File: config.mk
export PLATFORM = sky130hd
export DESIGN_NAME = game_event_ctrl
export DESIGN_NICKNAME = d
export VERILOG_FILES = /design/src/rtl/game_event_ctrl.sv
export SDC_FILE = /design/constraint.sdc
export NUM_CORES = 1
export LEC_CHECK = 0
export CAP_MARGIN = 5
export CELL_PAD_IN_SITES_DETAIL_PLACEMENT = 2
export CELL_PAD_IN_SITES_GLOBAL_PLACEMENT = 2
export CORE_ASPECT_RATIO = 1.75
export CORE_UTILIZATION = 33
export DETAILED_ROUTE_END_ITERATION = 10
export GPL_ROUTABILITY_DRIVEN = 0
export PLACE_DENSITY = 0.84
export SYNTH_ARGS = -nofsm -noshare
export SYNTH_HDL_FRONTEND = slang
export SYNTH_SLANG_ARGS = --single-unit
File: constraint.sdc
create_clock -name clk -period 5.7 [get_ports clk]
set_input_delay 1.14 -clock clk [delete_from_list [all_inputs] [get_ports clk]]
set_output_delay 1.14 -clock clk [all_outputs]
set_load 0.02 [all_outputs]
File: src/rtl/game_event_ctrl.sv
// Game event controller: key/gameplay decode, request handshake to state_fsm,
// lives counter and level timer. Optional pause key under `PAUSE_KEY_EN.
module game_event_ctrl #(
  parameter int          LIVES         = 3,
  parameter int          TIME_LIMIT    = 300,
  parameter int          TICKS_PER_SEC = 60,
  parameter int          INVULN_TICKS  = 120,
  parameter logic [7:0]  KEY_START     = 8'h29,
  parameter logic [7:0]  KEY_RESTART   = 8'h2D,
  parameter logic [7:0]  KEY_PAUSE     = 8'h4D
) (
  input  logic       clk,
  input  logic       rst,
  input  logic [1:0] state,
  input  logic       key_valid,
  input  logic [7:0] key_code,
  input  logic       tick,
  input  logic       hit,
  input  logic       fall,
  input  logic       goal,
  output logic       start,
  output logic       restart,
  output logic       over,
  output logic       success,
  output logic [2:0] lives,
  output logic [8:0] time_left,
  output logic       invuln,
  output logic       paused
);

  localparam int PW = $clog2(TICKS_PER_SEC + 1);
  localparam int IW = $clog2(INVULN_TICKS + 1);
  localparam logic [2:0]    LIVES_V = 3'(LIVES);
  localparam logic [8:0]    TIME_V  = 9'(TIME_LIMIT);
  localparam logic [PW-1:0] PS_TOP  = PW'(TICKS_PER_SEC - 1);
  localparam logic [IW-1:0] IMM_V   = IW'(INVULN_TICKS);

  typedef enum logic {WAIT, RUN} mode_e;

  mode_e         mode_q, mode_d;
  logic          start_q, start_d;
  logic          restart_q, restart_d;
  logic          over_q, over_d;
  logic          success_q, success_d;
  logic [2:0]    lives_q, lives_d;
  logic [8:0]    time_q, time_d;
  logic [PW-1:0] ps_q, ps_d;
  logic [IW-1:0] imm_q, imm_d;
  logic          inv_q, inv_d;
  logic          hit_q, hit_d;

  logic s_idle, s_play, s_over, s_succ;
  logic pending, run, act, life_loss;

  assign s_idle = (state == 2'b00);
  assign s_play = (state == 2'b01);
  assign s_over = (state == 2'b10);
  assign s_succ = (state == 2'b11);

  assign pending = start_q | restart_q | over_q | success_q;
  assign run = (mode_q == RUN) && s_play && !pending;
  assign life_loss = fall || (hit && !hit_q && !inv_q);

`ifdef PAUSE_KEY_EN
  logic paused_q, paused_d;

  assign act = run && !paused_q;

  // Pause toggles on its key while running, and clears once play ends.
  always_comb begin
    paused_d = paused_q;
    if (!s_play)
      paused_d = 1'b0;
    else if (run && key_valid && key_code == KEY_PAUSE)
      paused_d = !paused_q;
  end

  // Pause register.
  always_ff @(posedge clk) begin
    if (rst) paused_q <= 1'b0;
    else     paused_q <= paused_d;
  end

  assign paused = paused_q;
`else
  logic unused_pause_key;

  assign unused_pause_key = (key_code == KEY_PAUSE);
  assign act = run;
  assign paused = 1'b0;
`endif

  // Next state: handshake, reloads on ack, and gameplay updates in RUN.
  always_comb begin
    start_d   = start_q;
    restart_d = restart_q;
    over_d    = over_q;
    success_d = success_q;
    lives_d   = lives_q;
    time_d    = time_q;
    ps_d      = ps_q;
    imm_d     = imm_q;
    inv_d     = inv_q;
    hit_d     = hit;

    if (start_q && s_play)   start_d   = 1'b0;
    if (restart_q && s_idle) restart_d = 1'b0;
    if (over_q && s_over)    over_d    = 1'b0;
    if (success_q && s_succ) success_d = 1'b0;

    if (!pending && key_valid) begin
      if (key_code == KEY_START && s_idle)
        start_d = 1'b1;
      if (key_code == KEY_RESTART && (s_over || s_succ))
        restart_d = 1'b1;
    end

    if ((start_q && s_play) || (restart_q && s_idle)) begin
      lives_d = LIVES_V;
      time_d  = TIME_V;
      ps_d    = '0;
      imm_d   = '0;
      inv_d   = 1'b0;
    end

    if (act) begin
      if (goal) begin
        success_d = 1'b1;
      end else if (life_loss) begin
        if (lives_q == 3'd1) begin
          lives_d = 3'd0;
          over_d  = 1'b1;
        end else begin
          lives_d = lives_q - 3'd1;
          inv_d   = 1'b1;
          imm_d   = IMM_V;
        end
      end else if (tick) begin
        if (ps_q == PS_TOP) begin
          ps_d = '0;
          if (time_q == 9'd1) begin
            time_d = 9'd0;
            over_d = 1'b1;
          end else if (time_q != 9'd0) begin
            time_d = time_q - 9'd1;
          end
        end else begin
          ps_d = ps_q + PW'(1);
        end
        if (imm_q != '0) begin
          imm_d = imm_q - IW'(1);
          if (imm_q == IW'(1)) inv_d = 1'b0;
        end
      end
    end

    mode_d = (s_play && !(start_d | restart_d | over_d | success_d))
           ? RUN : WAIT;
  end

  // State registers; reset dominates.
  always_ff @(posedge clk) begin
    if (rst) begin
      mode_q    <= WAIT;
      start_q   <= 1'b0;
      restart_q <= 1'b0;
      over_q    <= 1'b0;
      success_q <= 1'b0;
      lives_q   <= LIVES_V;
      time_q    <= TIME_V;
      ps_q      <= '0;
      imm_q     <= '0;
      inv_q     <= 1'b0;
      hit_q     <= 1'b0;
    end else begin
      mode_q    <= mode_d;
      start_q   <= start_d;
      restart_q <= restart_d;
      over_q    <= over_d;
      success_q <= success_d;
      lives_q   <= lives_d;
      time_q    <= time_d;
      ps_q      <= ps_d;
      imm_q     <= imm_d;
      inv_q     <= inv_d;
      hit_q     <= hit_d;
    end
  end

  assign start     = start_q;
  assign restart   = restart_q;
  assign over      = over_q;
  assign success   = success_q;
  assign lives     = lives_q;
  assign time_left = time_q;
  assign invuln    = inv_q;

endmodule

# [Word-level counts from Yosys, hierarchy flattened]
# Index checks and enable logic that the tools add are counted.
[totals] inputBits=17 reg_bits=32 out_inout_bits=18 wordCells=104
[classes] n_reduce_logical=22 eq_ne=9 n_bitwise=6 mux=52 n_addsub=4
[ops] operator="2-to-1 mux 9 bit" n=8
[ops] operator="2-to-1 mux 7 bit" n=7
[ops] operator="2-to-1 mux 6 bit" n=6
[ops] operator="2-to-1 mux 1 bit" n=26
[ops] operator="== test 8 x 6 -> 1 bit (second input constant)" n=2
[ops] operator="2-to-1 mux 3 bit" n=5
[ops] operator="logical AND 1 bit" n=12
[ops] operator="== test 9 x 1 -> 1 bit (second input constant)" n=1
[ops] operator="nonzero test 9 bit" n=1
[ops] operator="subtractor 9 x 1 -> 9 bit (second input constant)" n=1
[ops] operator="== test 7 x 1 -> 1 bit (second input constant)" n=1
[ops] operator="nonzero test 7 bit" n=1
[ops] operator="subtractor 7 x 1 -> 7 bit (second input constant)" n=1
[ops] operator="adder 6 x 1 -> 6 bit (second input constant)" n=1
[ops] operator="== test 6 bit (second input constant)" n=1
[ops] operator="OR 1 bit" n=6
[ops] operator="== test 2 bit (second input constant)" n=2
[ops] operator="zero test 1 bit" n=4
[ops] operator="== test 3 x 1 -> 1 bit (second input constant)" n=1
[ops] operator="logical OR 1 bit" n=3
[ops] operator="subtractor 3 x 1 -> 3 bit (second input constant)" n=1
[ops] operator="== test 2 x 1 -> 1 bit (second input constant)" n=1
[ops] operator="zero test 2 bit" n=1

# [Logic depth before layout (Yosys ltp)]
[depth] ltp_word=14 mapped_depth=8 mapped_depth_nobuf=7

# [Worst setup path after synthesis]
# Ideal clock, no wire load.
[synth_path] kind="input to register" from="in state[1]" to="reg time_q[2] (netlist: time_left[2])" arrival_time_ns=2.532 required_ns=5.566 slack_ns=3.034 setup_time_ns=0.134 n_path_buf=3 cell_stages=8 path_cell_list="buf_4 and4bb_2 and2_1 buf_4 and4_1 clkbuf_1 a2111oi_0 a21oi_1"
[synth_between] elab_chain_len=11 elab_cells_between_ends=15 cone_classes="eq/ne (1); mux (8); reduce/logical (6)"
[synth_rtl] element="from (decl)" line_no="14" text="input logic [1:0] state,"
[synth_rtl] element="== test 2 x 1 -> 1 bit or zero test 2 bit (tied branches)" line_no="56, 55"
[synth_rtl] element="logical AND 1 bit" line_no="118" text="if ((start_q && s_play) || (restart_q && s_idle)) begin"
[synth_rtl] element="logical OR 1 bit" line_no="118"
[synth_rtl] element="2-to-1 mux 9 bit" line_no="118"
[synth_rtl] element="2-to-1 mux 9 bit" line_no="144" text="end else if (time_q != 9'd0) begin"
[synth_rtl] element="2-to-1 mux 9 bit" line_no="141" text="if (time_q == 9'd1) begin"
[synth_rtl] element="2-to-1 mux 9 bit" line_no="139" text="if (ps_q == PS_TOP) begin"
[synth_rtl] element="2-to-1 mux 9 bit" line_no="138" text="end else if (tick) begin"
[synth_rtl] element="2-to-1 mux 9 bit" line_no="129" text="end else if (life_loss) begin"
[synth_rtl] element="2-to-1 mux 9 bit" line_no="127" text="if (goal) begin"
[synth_rtl] element="2-to-1 mux 9 bit (*)" line_no="126" text="if (act) begin"
[synth_rtl] element="to (signal assigned)" line_no="182" text="time_q <= time_d;"
[synth_rtl] element="to (decl)" line_no="46" text="logic [8:0] time_q, time_d;"
# Mark *: on every way between the ends. The rest lies on a longest branch, timed or not.
# A chain may end at the register's enable or synchronous reset.

# [Final worst setup path]
[layout_path] from="in state[1]" to="reg ps_q[3]"
[layout_between] elab_chain_len=8 elab_cells_between_ends=12 cone_classes="eq/ne (1); mux (5); reduce/logical (6)"
[layout_rtl] element="== test 2 x 1 -> 1 bit or zero test 2 bit (tied branches)" line_no="56, 55"
[layout_rtl] element="logical AND 1 bit" line_no="118"
[layout_rtl] element="logical OR 1 bit" line_no="118"
[layout_rtl] element="2-to-1 mux 6 bit" line_no="118"
[layout_rtl] element="2-to-1 mux 6 bit" line_no="138"
[layout_rtl] element="2-to-1 mux 6 bit" line_no="129"
[layout_rtl] element="2-to-1 mux 6 bit" line_no="127"
[layout_rtl] element="2-to-1 mux 6 bit (*)" line_no="126"
[layout_rtl] element="to (signal assigned)" line_no="183" text="ps_q <= ps_d;"
[layout_rtl] element="to (decl)" line_no="47" text="logic [PW-1:0] ps_q, ps_d;"
# Marks and branches as above.

==> flow_metrics.py <==
metrics = {
    "run_status": {
        "status": "complete, no violations",
    },
    "power_and_ir_drop": {
        "p_comb_frac": 0.085,
        "internal_power_w": 0.0003253,
        "pwr-share-clk": 0.392,
        "seq_power_share": 0.523,
        "ir_drop_mv": 0.09365,
        "switchingPower_w": 0.0001080,
        "power_density_nw_per_um2": 173.3,
        "leakage_nw": 0.8504,
        "netSwitchingFraction": 0.2492,
    },
    "sta": {
        "final_hold_viol_count": 0,
        "finalCriticalPeriod_ns": 3.079,
        "slew_viol_final": 0,
        "rsz0062_at_grt": "no",
        "tightest_slew_ns": 0.6538,
        "finalWorstSetupSlack_ns": 2.621,
        "finalSetupViolCount": 0,
        "relSlewSlack": 0.5608,
        "fin_crit_sh": 0.5402,
        "finClkSkew_ns": 0.009126,
        "clock.fmax_mhz": 324.7,
        "fin_setup_tns_ns": 0,
    },
    "clocking": {
        "clock_path_buffers": 2,
        "cts_sinks": 32,
        "post_cts_buffers": 0,
        "cts_htree_levels": 2,
        "path_clk_slew_ns": 0.07,
        "clock_latency_ns": 0.28,
        "root_buffer": "clkbuf_8",
        "cts_tree": "yes",
        "cts_made_buffers": 5,
        "cts_resized": 0,
        "holdBufCountCts": 0,
    },
    "critical_path": {
        "cp-end-kind": "flip-flop",
        "crit_type": "input port to flip-flop",
        "cp.arrival_ns": 3.26,
        "cp_max_fo": 9,
        "cp_data_required_time_ns": 5.88,
        "start_kind": "input port",
    },
    "yosys": {
        "yosys.cell_types.count": 61,
        "synth_edf_count": 0,
        "synth_seq_cells": 32,
        "ys_top_cells_by_count": "dfxtp_1, nand2_1, nor2_1, a21oi_1, nand3_1",
        "syn_avg_cell_area_sq_um": 8.049,
        "yosysTopAreaCell": "dfxtp_1",
        "synthCells": 254,
        "yosysMostFrequentCell": "dfxtp_1",
        "synth_area_leaders": "dfxtp_1, ha_1, a21oi_1",
        "syn-num-nets": 280,
        "synth_area_sq_um": 2044,
        "yosysSeqAreaShare": 0.3133,
        "ys.warnings.count": 0,
        "yosysTopAreaCellShare": 0.3133,
        "synth_top_flop_cell": "dfxtp_1",
        "synth-async-reset-ratio": 0,
    },
    "floorplanning": {
        "placement_rows": 37,
        "dieArea_sq_um": 6527,
        "die_w_microns": 61.50,
        "dieHeight_microns": 106.1,
        "io_pins": 35,
        "initial_core_util": 0.3450,
        "core_area_sq_um": 5926,
    },
    "global_routing": {
        "grt_pass1_wl_mm": 11.54,
        "grt-ovfl-total": 0,
        "use_met1": 0.2406,
        "grtUsageTotal": 0.2339,
        "met3_usage": 0.03041,
        "antenna_found_initial": 0,
        "grtUsageMet2": 0.4508,
        "busiest_layer": "met2",
        "grt_max_degree": 33,
        "grt_pass1_vias": 2295,
    },
    "drt": {
        "ant_nets": 0,
        "drc": 0,
        "drt-total-wl_mm": 6.860,
        "wl_per_cell_microns": 19.00,
        "detailroute.via_count": 2090,
        "routed_via_density": 5.789,
        "drt_iter0_drc": 47,
        "drtPass1Iterations": 4,
    },
    "place": {
        "dp_slack_ns": 2.345,
        "port_buffers": 33,
        "placed_cell_area_sq_um": 2422,
        "dpl.hpwl_mm": 5.277,
    },
    "job": {
        "maxCapViolCount": 0,
    },
    "min_path": {
        "hp-class": "flip-flop to flip-flop",
    },
    "final_layout": {
        "regArea_sq_um": 640.6,
        "fin_area_sq_um": 2500,
        "multiInputGateArea_sq_um": 1309,
        "drive_above_1_share": 0.06714,
        "n_fill_cell": 725,
        "area_growth_pct": 22.28,
        "layout.nets": 309,
        "antennaDiodeCount": 0,
    },
}
[critical path: stages]
cell and delay [ns]:
clkdlybuf4s50_1 0.55, and4bb_2 0.39, nand2_2 0.13, nor3_1 0.55, a41oi_1 0.20, a311oi_1 0.29
[layout by cell type (no fill, tap or decap), types with 4 or more instances in the layout]
cell              n
a21oi_1          17
a221oi_1          4
a311oi_1          5
and3_1            5
clkbuf_8          5
clkdlybuf4s50_1  33
dfxtp_1          32
ha_1              9
inv_1            10
mux2i_1           5
nand2_1          22
nand2b_1          7
nand3_1          13
nand4b_1          4
nor2_1           18
nor2b_1           5
nor3_1           12
nor3b_1           4
nor4_1            4
o21ai_0           7
or3_1             6
[sequential cells by signal, indices dropped and copies added (netlist names)]
signal,flops
hit_q,1
over,1
imm_q,7
invuln,1
time_left,9
ps_q,6
mode_q,1
lives,3
restart,1
start,1
success,1
[metrics by stage]
step             util  instances  power (W)  hold slack (ns)
2_1_floorplan       -        254  0.0002498           0.4201
3_3_place_gp   0.4088        354  0.0002676           0.4400
3_5_place_dp   0.4088        354  0.0002688           0.4739
4_1_cts        0.4219        361  0.0004381           0.4897
5_1_grt        0.4219        361  0.0004497           0.5101
6_report       0.4219        361  0.0004333           0.4941
[routing by layer]
metal  up-vias  part of all wire
met5         -                 0
met1      1049              0.37
met2        31              0.59
li1        999                 -
met3        11             0.022
met4         0             0.021
[layout make-up]
type / count / area share
Timing Repair Buffer: 34 / 0.1351
Clock buffer: 6 / 0.02903
Inverter: 10 / 0.01502
Tap cell: 78 / 0.03904
Clock inverter: 1 / 0.002002
Sequential cell: 32 / 0.2563
Multi-Input combinational cell: 200 / 0.5235
[kinds of logic after synthesis]
| logic type | Yosys count | synth area share |
|---|---|---|
| flip-flops | 32 | 0.3133 |
| AND/OR/NAND/NOR | 120 | 0.3360 |
| adder cells (fa/ha/maj) | 9 | 0.05508 |
| buffers and inverters | 22 | 0.04651 |
| AO/OA/AOI/OAI | 63 | 0.2118 |
| multiplexers | 7 | 0.03550 |
| other | 1 | 0.001834 |
[power by group through the flow]
stage               clock (W)  combinational (W)  sequential [W]
finish               0.000170          0.0000370        0.000227
global route         0.000183          0.0000405        0.000227
CTS                  0.000174          0.0000373        0.000226
detailed placement          0          0.0000372        0.000232
global placement            0          0.0000360        0.000232
floorplan                   0          0.0000181        0.000232
[path summary, 6_finish.rpt]
kind | endpoint | slack, ns | startpoint | cells after the start
worst max-delay path | ps_q[3]$_SDFF_PP0_ | 2.62 | state[1] | 6
worst min-delay path | mode_q$_SDFF_PP0_ | 0.49 | mode_q$_SDFF_PP0_ | 1
worst max register to register | time_left[6]$_SDFF_PP0_ | 3.50 | ps_q[0]$_SDFF_PP0_ | 6
worst min register to register | mode_q$_SDFF_PP0_ | 0.49 | mode_q$_SDFF_PP0_ | 1
(Power assumes the default switching activity.)
